==> config.mk <==
export PLATFORM = sky130hd
export DESIGN_NAME = axis_out_framer
export DESIGN_NICKNAME = d
export VERILOG_FILES = /design/src/rtl/tiny_dnn_pkg.sv /design/src/rtl/axis_out_framer_out_fifo.sv /design/src/rtl/axis_out_framer.sv
export SDC_FILE = /design/constraint.sdc
export NUM_CORES = 1
export LEC_CHECK = 0
export BUFFER_PORTS_ARGS = -buffer_cell sky130_fd_sc_hd__clkbuf_2
export CORE_AREA = 5 5 159 161
export DETAILED_ROUTE_END_ITERATION = 10
export DIE_AREA = 0 0 164 166
export PLACE_DENSITY = 0.57
export SYNTH_ARGS = -nofsm -noshare
export SYNTH_HDL_FRONTEND = slang
export SYNTH_SLANG_ARGS = --single-unit
==> constraint.sdc <==
create_clock -name AXIS_ACLK -period 3.5 [get_ports AXIS_ACLK]
set_clock_uncertainty 0.2 [all_clocks]
set_input_delay 0.175 -clock AXIS_ACLK [delete_from_list [all_inputs] [get_ports AXIS_ACLK]]
set_output_delay 0.175 -clock AXIS_ACLK [all_outputs]
set_load 0.1 [all_outputs]
==> src/rtl/tiny_dnn_pkg.sv <==
// Shared types and defaults for the tiny_dnn output path: beat widths,
// the {last, data} FIFO entry and the TSTRB all-ones constant.
package tiny_dnn_pkg;

  localparam int PKG_DW = 32;
  localparam int PKG_LW = 12;

  typedef struct packed {
    logic              last;
    logic [PKG_DW-1:0] data;
  } fifo_entry_t;

  localparam logic [PKG_DW/8-1:0] TSTRB_ONES = '1;

endpackage

==> src/rtl/axis_out_framer_out_fifo.sv <==
// Synchronous DEPTH-entry FIFO with registered storage and extra-bit
// pointers; flush clears both pointers so queued entries are dropped.
module out_fifo
  import tiny_dnn_pkg::*;
#(
  parameter int  DEPTH = 4,
  parameter type T     = fifo_entry_t
) (
  input  logic clk,
  input  logic rst_n,
  input  logic flush,
  input  logic push,
  input  logic pop,
  input  T     din,
  output T     dout,
  output logic full,
  output logic empty
);

  localparam int AW = $clog2(DEPTH);

  logic [AW:0] wr_ptr;
  logic [AW:0] rd_ptr;
  T            mem [DEPTH];

  always_ff @(posedge clk or negedge rst_n) begin
    if (!rst_n) begin
      wr_ptr <= '0;
      rd_ptr <= '0;
    end else if (flush) begin
      wr_ptr <= '0;
      rd_ptr <= '0;
    end else begin
      if (push && !full)
        wr_ptr <= wr_ptr + 1'b1;
      if (pop && !empty)
        rd_ptr <= rd_ptr + 1'b1;
    end
  end

  // Storage carries no reset; the framer masks the head while empty.
  always_ff @(posedge clk) begin
    if (push && !full && !flush)
      mem[wr_ptr[AW-1:0]] <= din;
  end

  assign dout  = mem[rd_ptr[AW-1:0]];
  assign full  = (wr_ptr[AW] != rd_ptr[AW]) && (wr_ptr[AW-1:0] == rd_ptr[AW-1:0]);
  assign empty = (wr_ptr == rd_ptr);

endmodule

==> src/rtl/axis_out_framer.sv <==
// Result-beat FIFO and TLAST framer driving the M_AXIS master port.
// Optional macro OUT_FRAME_CNT_EN enables the saturating frame_cnt counter.
module axis_out_framer
  import tiny_dnn_pkg::*;
#(
  parameter int DW    = PKG_DW,
  parameter int DEPTH = 4,
  parameter int LW    = PKG_LW
) (
  input  logic          AXIS_ACLK,
  input  logic          AXIS_ARESETN,
  input  logic          run,
  input  logic [LW-1:0] frame_len,
  input  logic          in_valid,
  input  logic [DW-1:0] in_data,
  output logic          in_ready,
  output logic          M_AXIS_TVALID,
  output logic [DW-1:0] M_AXIS_TDATA,
  output logic [DW/8-1:0] M_AXIS_TSTRB,
  output logic          M_AXIS_TLAST,
  input  logic          M_AXIS_TREADY,
  output logic          frame_done,
  output logic [15:0]   frame_cnt
);

  logic          run_q;
  logic          run_rise;
  logic [LW-1:0] len_q;
  logic [LW-1:0] in_cnt;
  logic          beat_last;
  logic          push;
  logic          pop;
  logic          full;
  logic          empty;
  logic          hs_last_p1;
  fifo_entry_t   wr_entry;
  fifo_entry_t   head;

  assign run_rise = run & ~run_q;

  // Accepting only once run_q is set keeps the rise cycle closed, so the
  // first beat of a run always sees the freshly latched frame length.
  assign in_ready  = run & run_q & ~full;
  assign push      = in_valid & in_ready;
  assign pop       = ~empty & M_AXIS_TREADY;
  assign beat_last = (len_q != '0) && (in_cnt == len_q - 1'b1);

  assign wr_entry.last = beat_last;
  assign wr_entry.data = in_data;

  // Input stage: frame position tracking
  always_ff @(posedge AXIS_ACLK or negedge AXIS_ARESETN) begin
    if (!AXIS_ARESETN) begin
      run_q  <= 1'b0;
      len_q  <= '0;
      in_cnt <= '0;
    end else begin
      run_q <= run;
      if (run_rise) begin
        len_q  <= frame_len;
        in_cnt <= '0;
      end else if (push) begin
        in_cnt <= beat_last ? '0 : in_cnt + 1'b1;
      end
    end
  end

  out_fifo #(
    .DEPTH (DEPTH),
    .T     (fifo_entry_t)
  ) u_fifo (
    .clk   (AXIS_ACLK),
    .rst_n (AXIS_ARESETN),
    .flush (~run),
    .push  (push),
    .pop   (pop),
    .din   (wr_entry),
    .dout  (head),
    .full  (full),
    .empty (empty)
  );

  // Output stage: head of queue, masked while empty
  assign M_AXIS_TVALID = ~empty;
  assign M_AXIS_TDATA  = empty ? '0 : head.data;
  assign M_AXIS_TLAST  = ~empty & head.last;
  assign M_AXIS_TSTRB  = empty ? '0 : TSTRB_ONES;

  always_ff @(posedge AXIS_ACLK or negedge AXIS_ARESETN) begin
    if (!AXIS_ARESETN)
      hs_last_p1 <= 1'b0;
    else
      hs_last_p1 <= pop & head.last;
  end

  assign frame_done = hs_last_p1;

`ifdef OUT_FRAME_CNT_EN
  logic [15:0] frame_cnt_q;

  always_ff @(posedge AXIS_ACLK or negedge AXIS_ARESETN) begin
    if (!AXIS_ARESETN)
      frame_cnt_q <= '0;
    else if (run_rise)
      frame_cnt_q <= '0;
    else if (hs_last_p1 && (frame_cnt_q != 16'hFFFF))
      frame_cnt_q <= frame_cnt_q + 16'd1;
  end

  assign frame_cnt = frame_cnt_q;
`else
  assign frame_cnt = '0;
`endif

endmodule

==> metrics.md, run 1 <==
| Metric | Value |
|---|---|
| Share of cells above drive strength 1 | 0.311 |
| Hold_ws | 0.187 ns |
| Largest net degree at the start of global routing | 36 |
| Post-route cell area | 0.00903 sq mm |
| Crit path cell chain | buf_4 -> mux4_2 -> nor2b_1 -> clkbuf_2 |
| Outcome | complete, no violations |
| Initial antenna violation count | 0 |
| Post-Route WL | 14.8 mm |
| PwrDens | 591 mW/mm^2 |
| Area after DPL | 0.00795 sq mm |
| Final period util | 0.833 |
| Overall Global Routing Usage | 0.112 |
| Inserted Clock Buffers | 17 |
| Remaining DRCs | 0 |
| # diodes | 0 |
| Most frequent cell after synthesis | edfxtp_1 |
| WL met2 | 7.55 mm |
| Count of cell types in the netlist | 55 |
| TritonCTS clock tree | built |
| Setup crit start | u_fifo.rd_ptr[0]$_DFFE_PN0P_ |
| Cells on worst reg2reg path | 7 |
| GP Congestion | 0.857 |
| Post-CTS setup buffer count | 0 |
| # IOs | 105 |
| PnR worst setup slack | 0.583 ns |
| WP data required | 3.12 ns |
| Most frequent cells after synthesis | 132 x edfxtp_1, 38 x nor2b_1, 33 x mux4_2, 32 x dfrtp_1, 20 x buf_4 |
| Synth area leaders | edfxtp_1 55%, dfrtp_1 11%, mux4_2 10% |
| Core area | 0.0238 sq mm |
| WL met3 | 761 um |
| Antenna-violating nets left | 0 |
| Filler instances | 2290 |
| Crit end category | output port |
| Synth area leader | edfxtp_1 |
| Per-cell routed wire length | 15.9 um |
| Largest stage delay, worst path | 0.59 ns |
| WL met1 | 6.21 mm |
| Number of vias per cell | 4.51 |
| Critical path data arrival time | 2.54 ns |
| Crit path kind | flop to output port |
| Reg-to-Reg End | in_cnt[10]$_DFFE_PN0P_ |
| Cells after Synth | 452 |
| Highest routed layer | met4 |
| Post-synth EDFFs | 132 |
| CP Launch Type | flop |
| Average cell area after synthesis | 15.9 sq um |
| Net count, final | 647 |
| Clk slew on worst S/H paths | 0.07 ns |
| Worst reg-to-reg setup slack | 0.66 ns |
| Die Span X | 164 um |
| Worst slew margin | 0.457 |
| Seq cells post-synth | 164 |
| Register area share after synthesis | 0.663 |
| Hold Violations, Final | 0 |
| Vias in the first global route | 4385 |
| Tmin final | 2.92 ns |
| Starting Density | 0.302 |
| Pleak | 3.27 nW |
| CTS root buf | clkbuf_16 |
| FF-to-FF Start | len_q[3]$_DFFE_PN0P_ |
| Measured slew at the worst slew-check pin | 0.814 ns |
| Total grt overflow | 0 |
| H-tree levels | 4 |
| Drt pass-1 iters | 4 |
| Die Ht | 166 um |
| HPWL after DPL | 9.63 mm |
| Row cnt | 57 |
| Pre-CTS setup slack | 0.664 ns |
| Clock sinks | 164 |
| Final number of setup-violating endpoints | 0 |
| Warnings from Yosys | 0 |
| Worst vdd ir | 283 uV |
| Crit-path slowest cell | mux4_2 |
| Iteration-0 DRC Markers | 262 |
| Synthesized area | 0.00719 sq mm |
| Top cell type's share of synthesized area | 0.551 |
| Full die area | 0.0272 sq mm |
| Clk_lat worst skew | 0.42 ns |
| Post-synth ARST share | 0.195 |
| Clock Path Buffers | 2 |
| First-pass GRT wire length | 23.5 mm |
| Port Buffers | 88 |
| Most used DFF post-synth | edfxtp_1 |
| CP endpoint | M_AXIS_TDATA[0] |
| Fmax | 343 MHz |
| Area grow syn2layout | 25.6% |
| Hold Path Class | input port to asynchronous set/reset pin |
| Max_cap viols | 0 |
| Post-route setup TNS | 0 ns |
| Pins Over Slew Limit | 0 |
| DR vias | 4187 |
| CP max FO | 35 |
| RSZ-0062 raised after global routing | no |
[power by group]
part	switching (mW)	total [mW]	internal [mW]	leakage, nW
logic	0.926	1.22	0.293	1.37
clock network	0.785	1.92	1.14	0.292
registers	0.0437	2.20	2.15	1.61
total	1.76	5.34	3.58	3.27
[how the worst min path moves through the flow]
stage | start | end | slack, ns | cells after the start
global placement | AXIS_ARESETN | len_q[2]$_DFFE_PN0P_ | 0.10 | 1
floorplan | AXIS_ARESETN | frame_done$_DFF_PN0_ | -0.32 | 0
CTS | AXIS_ARESETN | len_q[2]$_DFFE_PN0P_ | 0.18 | 2
global route | in_valid | in_cnt[8]$_DFFE_PN0P_ | 0.25 | 4
finish | AXIS_ARESETN | len_q[2]$_DFFE_PN0P_ | 0.19 | 2
detailed placement | AXIS_ARESETN | len_q[2]$_DFFE_PN0P_ | 0.11 | 1
[stage by stage]
step           cells   util  power, mW
2_1_floorplan    467      -       3.24
3_3_place_gp     849  0.334       3.42
5_1_grt          928  0.379       5.55
4_1_cts          928  0.379       5.41
6_report         928  0.379       5.34
3_5_place_dp     849  0.334       3.43
[critical path, delay by kind of cell, from the launching register on]
family,cells,cell delay [ns]
flip-flops,1,0.36
AND/OR/NAND/NOR,1,0.17
multiplexers,1,0.59
buffers and inverters,2,0.98
[area by class of cell]
type / instances / area (sq um) / share of cell area
clock inverter: 15 / 188 / 0.0208
sequential: 164 / 4770 / 0.528
inverter: 16 / 60.1 / 0.00665
tap: 324 / 405 / 0.0449
timing repair buffer: 146 / 993 / 0.110
multi-input combinational: 246 / 2190 / 0.243
clock buffer: 17 / 425 / 0.0471
[cells in the final DEF (no fill, tap or decap), types with 2 or more instances in the layout]
| cell type | n |
|---|---|
| nand3_1 | 15 |
| o22ai_1 | 3 |
| buf_4 | 11 |
| a31oi_1 | 10 |
| and4_1 | 2 |
| edfxtp_1 | 132 |
| mux2i_1 | 6 |
| inv_6 | 7 |
| conb_1 | 16 |
| xnor2_1 | 11 |
| mux2_2 | 8 |
| and2_1 | 6 |
| dlygate4sd3_1 | 47 |
| inv_1 | 15 |
| clkinvlp_4 | 3 |
| dfrtp_1 | 30 |
| nor2b_1 | 38 |
| nor2_1 | 9 |
| nand2_1 | 13 |
| ha_1 | 7 |
| xor2_1 | 8 |
| clkbuf_2 | 88 |
| mux4_2 | 33 |
| nor3_1 | 5 |
| nand2b_1 | 5 |
| bufinv_16 | 3 |
| dfrtp_2 | 2 |
| o21ai_1 | 2 |
| nand3b_1 | 3 |
| o21ai_0 | 8 |
| a21oi_1 | 3 |
| nand4_1 | 3 |
| or3_1 | 3 |
| clkbuf_16 | 17 |
| and3_2 | 4 |
[state kept, by name (all words and copies together), names as in the netlist]
signal,flops
in_cnt,12
u_fifo.wr_ptr,3
len_q,12
u_fifo.rd_ptr,3
u_fifo.mem,132
run_q,1
frame_done,1
[cells by family after synthesis]
logic type               count (synthesis)  synth area share
AO/OA/AOI/OAI                           41            0.0400
XOR/XNOR                                19            0.0231
adder cells (fa/ha/maj)                  7            0.0122
buffers and inverters                   57            0.0430
flip-flops                             164             0.663
multiplexers                            47             0.124
other                                    1          0.000522
AND/OR/NAND/NOR                        116            0.0943
[routing by layer]
metal	GRT usage	up-vias
met2	0.193	109
met5	0	-
li1	-	1973
met3	0.0295	16
met4	0.0387	0
met1	0.136	2089
[repair_timing]
action / CTS / global route
gates resized for setup: 0 / 0
endpoints found under the hold margin: 180 / 0
hold buffers: 47 / 0
setup endpoints to repair: 0 / 0
(Power assumes the default switching activity.)
==> run 2: changes to the inputs <==
--- a/config.mk
+++ b/config.mk
@@ -9,7 +9,7 @@
 export CORE_AREA = 5 5 159 161
 export DETAILED_ROUTE_END_ITERATION = 10
 export DIE_AREA = 0 0 164 166
-export PLACE_DENSITY = 0.57
+export PLACE_DENSITY = 0.59
 export SYNTH_ARGS = -nofsm -noshare
 export SYNTH_HDL_FRONTEND = slang
 export SYNTH_SLANG_ARGS = --single-unit
==> constraint.sdc (replaced) <==
create_clock -name AXIS_ACLK -period 2.4 [get_ports AXIS_ACLK]
set_clock_uncertainty 0.2 [all_clocks]
set_input_delay 0.12 -clock AXIS_ACLK [delete_from_list [all_inputs] [get_ports AXIS_ACLK]]
set_output_delay 0.12 -clock AXIS_ACLK [all_outputs]
set_load 0.1 [all_outputs]
==> run 2 against run 1 <==
The run now ends with negative setup slack left. Setup slack worse by 0.73 ns. Final area increased by 19%. Total power is 62% higher. Clock-buffer cell count stayed put. Largest power group unchanged. Sequential share of layout area decreased by 8.4 points. Die area did not move.
==> metrics.md, run 2 (synthesis results as in run 1) <==
| Metric | Value |
|---|---|
| Net count, final | 706 (+9.1%) |
| Initial antenna violation count | 2 (+2) |
| Worst vdd ir | 529 uV (+87%) |
| Starting Density | 0.302 (unchanged) |
| Dpl cells | 881 (+3.8%) |
| Clk_lat worst skew | 0.42 ns (about the same) |
| Outcome | complete, but fails checks |
| PnR worst setup slack | -0.147 ns (-0.729 ns) |
| Max_cap viols | 0 (unchanged) |
| Crit-path slowest cell | or4_4 |
| Die Span X | 164 um (unchanged) |
| Row cnt | 57 (unchanged) |
| Cells on worst reg2reg path | 8 (+1) |
| Drt pass-1 iters | 4 (unchanged) |
| Measured slew at the worst slew-check pin | 0.852 ns (+0.0378 ns) |
| Buf/Inv on CP | 1 (-1) |
| Number of vias per cell | 4.51 (-0.14%) |
| RSZ-0062 raised after global routing | yes |
| Die Ht | 166 um (unchanged) |
| DR vias | 4456 (+6.4%) |
| Final period util | 1.06 |
| Post-route setup TNS | -2.16 ns (-2.16 ns) |
| Clock sinks | 164 (unchanged) |
| Max reg flops | 132 (unchanged) |
| Fmax | 393 MHz |
| Area grow syn2layout | 49.4% |
| Vias in the first global route | 4646 (+6.0%) |
| Largest net degree at the start of global routing | 36 (unchanged) |
| Iteration-0 DRC Markers | 172 (-34%) |
| Commonest non-fill, non-tap cell in the layout | edfxtp_1 |
| Per-cell routed wire length | 16.8 um (+5.6%) |
| WP data required | 2.53 ns (-0.59 ns) |
| Core area | 0.0238 sq mm (unchanged) |
| Crit path kind | flop to flop |
| Clk slew on worst S/H paths | 0.07 ns (about the same) |
| TritonCTS clock tree | built |
| Post-Route WL | 16.6 mm (+13%) |
| Tot Pwr | 8.67 mW (+62%) |
| # IOs | 105 (unchanged) |
| CTS root buf | clkbuf_16 |
| Overall Global Routing Usage | 0.118 (+0.00615) |
| PwrDens | 807 mW/mm^2 (+36%) |
| Inserted Clock Buffers | 17 (unchanged) |
| First-pass GRT wire length | 25.0 mm (+6.2%) |
| HPWL after DPL | 11.0 mm (+15%) |
| CP Launch Type | flop |
| Antenna-violating nets left | 0 (unchanged) |
| Post-route insts no fill | 989 (+6.6%) |
| Largest stage delay, worst path | 0.51 ns (-0.08 ns) |
| Pleak | 3.96 nW (+21%) |
| H-tree levels | 4 (unchanged) |
| Clock Path Buffers | 2 (unchanged) |
| Pins Over Slew Limit | 0 (unchanged) |
| Violated checks | negative setup slack |
| Crit end category | flop |
| Most frequent cells in the layout | 132 x edfxtp_1, 51 x buf_12, 49 x clkbuf_2, 47 x dlygate4sd3_1, 47 x buf_4 |
| Share of cells above drive strength 1 | 0.451 (+0.140) |
| Port Buffers | 88 (unchanged) |
| Worst slew margin | 0.432 (-0.0252) |
| Final number of setup-violating endpoints | 31 (+31) |
| Total grt overflow | 0 (unchanged) |
| Hold depth | 2 |
| GP Congestion | 0.808 (-5.8%) |
| Full die area | 0.0272 sq mm (unchanged) |
| Remaining DRCs | 0 (unchanged) |
| Worst path depth | 8 (+4) |
| CP top delay family | simple AND/OR/NAND/NOR gates |
| Crit path cell chain | or3_4 -> or4_4 -> a32oi_1 -> a21bo_2 -> nand3_4 -> buf_12 -> nand2_4 -> o41ai_2 |
| Hold Path Class | input port to flop |
| Critical path data arrival time | 2.68 ns (+0.14 ns) |
| Tmin final | 2.55 ns |
| Hold Violations, Final | 0 (unchanged) |
| CP max FO | 6 (-83%) |
-- run 2: path summary, 6_finish.rpt --
check | from | end | slack [ns]
max | len_q[5]$_DFFE_PN0P_ | in_cnt[11]$_DFFE_PN0P_ | -0.15
min | in_valid | u_fifo.mem[3][32]$_DFFE_PP_ | 0.08
max reg2reg | len_q[5]$_DFFE_PN0P_ | in_cnt[11]$_DFFE_PN0P_ | -0.15
min reg2reg | in_cnt[11]$_DFFE_PN0P_ | in_cnt[11]$_DFFE_PN0P_ | 0.34
max in group asynchronous | AXIS_ARESETN | u_fifo.rd_ptr[1]$_DFFE_PN0P_ | 1.26
min in group asynchronous | AXIS_ARESETN | len_q[3]$_DFFE_PN0P_ | 0.13
-- run 2: metrics by stage --
step	worst slack, ns	hold slack [ns]	cell area, sq um	utilization
final	-0.147	0.0807	10700	0.451
after global routing	-0.279	0.0693	10700	0.451
after CTS	-0.160	0.0548	10400	0.435
after detailed placement	-0.140	0.0679	9230	0.387
after global placement	-0.119	0.0458	9230	0.387
after floorplan	-0.173	-0.376	7600	-
-- run 2: what timing repair did --
item                                    4_1_cts  5_1_grt
hold buffers                                 47        0
setup buffers                                 3       18
gates resized for setup                       8       23
endpoints found under the setup margin       54       48
pin swaps                                     1        9
cloned                                        1        5
hold endpoints to repair                    180        0
-- run 2: power breakdown --
group	internal, mW	switching, mW	leakage, nW
clock	1.40	1.24	0.285
sequential	3.14	0.0588	1.60
combinational	1.20	1.63	2.07
total	5.73	2.93	3.96
-- run 2: metal layers --
metal / vias to the layer above / global-route usage / part of all wire
met5: - / 0 / 0
met4: 0 / 0.0372 / 0.018
met3: 19 / 0.0280 / 0.038
met2: 113 / 0.209 / 0.54
met1: 2237 / 0.142 / 0.41
li1: 2087 / - / -
-- run 2: area by class of cell --
type	count	area, sq um
clock buffers	17	425
repair buffers	205	2320
clock inverters	15	155
well taps	324	405
flip-flops and latches	164	4770
fillers	2096	13100
inverters	16	63.8
multi-input cells	246	2600
diodes	2	5.00
==> run 3: changes to the inputs <==
--- a/config.mk
+++ b/config.mk
@@ -10,6 +10,7 @@
 export DETAILED_ROUTE_END_ITERATION = 10
 export DIE_AREA = 0 0 164 166
 export PLACE_DENSITY = 0.59
+export SETUP_SLACK_MARGIN = 0.05
 export SYNTH_ARGS = -nofsm -noshare
 export SYNTH_HDL_FRONTEND = slang
 export SYNTH_SLANG_ARGS = --single-unit
==> run 3 against run 2 <==
The run still ends with negative setup slack left. Clock-buffer cell count is the same. Sequential power about the same. Clock power grew 2%. Via count grew 2.4%.
==> metrics.md, run 3 (synthesis results as in run 1) <==
| Metric | Value |
|---|---|
| Outcome | complete, but fails checks |
| Violated checks | negative setup slack |
| Worst path depth | 9 (+1) |
| First-pass GRT wire length | 26.9 mm (+7.5%) |
| Port Buffers | 88 (unchanged) |
| Post-Route WL | 16.9 mm (+1.8%) |
| Clock sinks | 164 (unchanged) |
| Clk slew on worst S/H paths | 0.07 ns (about the same) |
| Worst Hold Launch | in_valid |
| Vias in the first global route | 4904 (+5.6%) |
| Share of cells above drive strength 1 | 0.459 (+0.00779) |
| Crit path kind | flop to flop |
| Dpl cells | 877 (-0.45%) |
| Fmax | 387 MHz (-1.4%) |
| Initial antenna violation count | 1 (-1) |
| Inserted Clock Buffers | 17 (unchanged) |
| Final core utilization | 0.452 (+0.00131) |
| Pins Over Slew Limit | 0 (unchanged) |
| CP Launch Type | flop |
| Measured slew at the worst slew-check pin | 0.815 ns (-0.0370 ns) |
| Filler instances | 2086 (-0.48%) |
| Final period util | 1.08 (+0.0152) |
| DR vias | 4561 (+2.4%) |
| TritonCTS clock tree | built |
| Worst reg-to-reg setup slack | -0.18 ns (-0.04 ns) |
| Critical path data arrival time | 2.69 ns (about the same) |
| HPWL after DPL | 10.6 mm (-3.5%) |
| Area grow syn2layout | 49.9% |
| Full die area | 0.0272 sq mm (unchanged) |
| Iteration-0 DRC Markers | 263 (+53%) |
| Footprint of the multi-input gates | 0.00262 sq mm (+0.53%) |
| # IOs | 105 (unchanged) |
| PnR worst setup slack | -0.183 ns (-0.0366 ns) |
| Drt pass-1 iters | 4 (unchanged) |
| Die Ht | 166 um (unchanged) |
| Pleak | 4.00 nW (+0.93%) |
| Crit path cell chain | buf_4 -> nor4_2 -> xnor2_1 -> o2111ai_2 -> a2111oi_4 -> buf_4 -> nand3_4 -> a31o_2 -> a32o_1 |
| WP data required | 2.51 ns (-0.02 ns) |
| Crit end category | flop |
| Reg-to-Reg End | in_cnt[10]$_DFFE_PN0P_ |
| Buf/Inv on CP | 2 (+1) |
| Total grt overflow | 0 (unchanged) |
| CTS root buf | clkbuf_16 |
| Row cnt | 57 (unchanged) |
| Final number of setup-violating endpoints | 28 (-9.7%) |
| Net count, final | 710 (+0.57%) |
| Largest stage delay, worst path | 0.41 ns (-0.10 ns) |
| Clk_lat worst skew | 0.42 ns (about the same) |
| Hold depth | 2 (unchanged) |
| Worst slew margin | 0.457 (+0.0247) |
| CP max FO | 7 (+1) |
| Max reg flops | 132 (unchanged) |
| PwrDens | 811 mW/mm^2 (+0.59%) |
| GP Congestion | 0.809 (about the same) |
| FF-to-FF Start | len_q[4]$_DFFE_PN0P_ |
| RSZ-0062 raised after global routing | yes |
| Largest net degree at the start of global routing | 36 (unchanged) |
| Register area | 0.00477 sq mm (about the same) |
| CP endpoint | in_cnt[10]$_DFFE_PN0P_ |
| CP top delay family | compound AO/OA/AOI/OAI gates |
| H-tree levels | 4 (unchanged) |
| Setup crit start | len_q[4]$_DFFE_PN0P_ |
| Worst vdd ir | 440 uV (-17%) |
| Core area | 0.0238 sq mm (unchanged) |
| Post-route insts no fill | 992 (+0.30%) |
| Commonest non-fill, non-tap cell in the layout | edfxtp_1 |
| Cells on worst reg2reg path | 9 (+1) |
| Die Span X | 164 um (unchanged) |
| Crit-path slowest cell | dfrtp_1 |
| Hold Path Class | input port to flop |
| Remaining DRCs | 0 (unchanged) |
| Starting Density | 0.302 (unchanged) |
| Post-route setup TNS | -2.25 ns (-0.0871 ns) |
| Overall Global Routing Usage | 0.126 (+0.00794) |
| Antenna-violating nets left | 0 (unchanged) |
| Most frequent cells in the layout | 132 x edfxtp_1, 52 x buf_12, 49 x clkbuf_2, 47 x dlygate4sd3_1, 45 x buf_4 |
| Per-cell routed wire length | 17.1 um (+1.5%) |
| Clock Path Buffers | 2 (unchanged) |
| Hold Violations, Final | 0 (unchanged) |
| Tmin final | 2.58 ns (+0.0366 ns) |
| Max_cap viols | 0 (unchanged) |
| Number of vias per cell | 4.60 (+2.0%) |
| Crit path top cell by count | buf_4 |
==> run 3: changes by cell type in the layout (fill, tap and decap cells not counted), moves of 3 or more <==
cell,previous run,this run
clkbuf_16,22,17
and3_4,4,1
buf_6,3,7
inv_6,3,6
buf_8,0,5
and3_2,0,3
==> run 3: report_power, final <==
part / switching (mW) / internal, mW / total [mW]
Combinational: 1.65 / 1.21 / 2.85
Sequential: 0.0558 / 3.14 / 3.20
Clock: 1.21 / 1.48 / 2.69
==> run 3: repair_timing <==
| action | 4_1_cts | 5_1_grt |
|---|---|---|
| cloned | 7 | 0 |
| setup buffers | 28 | 4 |
| hold endpoints to repair | 180 | 0 |
| endpoints found under the setup margin | 54 | 56 |
| hold buffers | 47 | 0 |
| pin swaps | 9 | 9 |
| resized for setup | 37 | 18 |
==> run 3: worst reg2reg max path, stage by stage (launching register included) <==
cell       delay [ns]
dfrtp_1          0.41
buf_4            0.15
nor4_2           0.29
xnor2_1          0.19
o2111ai_2        0.19
a2111oi_4        0.31
buf_4            0.19
nand3_4          0.14
a31o_2           0.23
a32o_1           0.19
==> run 3: per-stage QoR <==
step,power (mW),worst slack [ns],cell area (sq um),hold WS (ns)
global route,9.07,-0.275,10800,0.0747
floorplan,4.94,-0.176,7620,-0.376
global placement,5.71,-0.141,9160,0.0548
detailed placement,5.73,-0.295,9160,0.0632
CTS,8.84,-0.163,10800,0.0589
finish,8.74,-0.183,10800,0.0857
==> run 3: layout make-up <==
class / count / share of cell area
Clock buffer: 17 / 0.0395
Multi-Input combinational cell: 247 / 0.243
Timing Repair Buffer: 208 / 0.216
Tap cell: 324 / 0.0376
Clock inverter: 15 / 0.0147
Antenna cell: 1 / 0.000232
Inverter: 16 / 0.00592
Sequential cell: 164 / 0.443
==> run 3: metal layers <==
| layer | share of wire | routed length (um) | up-vias | track usage |
|---|---|---|---|---|
| met3 | 0.046 | 779 | 19 | 0.0298 |
| li1 | - | - | 2099 | - |
| met5 | 0 | 0 | - | 0 |
| met4 | 0.015 | 248 | 0 | 0.0350 |
| met2 | 0.53 | 9040 | 113 | 0.224 |
| met1 | 0.40 | 6850 | 2330 | 0.153 |
==> run 3: worst min path at each step <==
stage / end / slack [ns]
floorplan: frame_done$_DFF_PN0_ / -0.38
global placement: len_q[7]$_DFFE_PN0P_ / 0.05
detailed placement: len_q[4]$_DFFE_PN0P_ / 0.06
CTS: u_fifo.mem[3][32]$_DFFE_PP_ / 0.06
global route: u_fifo.mem[3][32]$_DFFE_PP_ / 0.07
finish: u_fifo.mem[3][32]$_DFFE_PP_ / 0.09
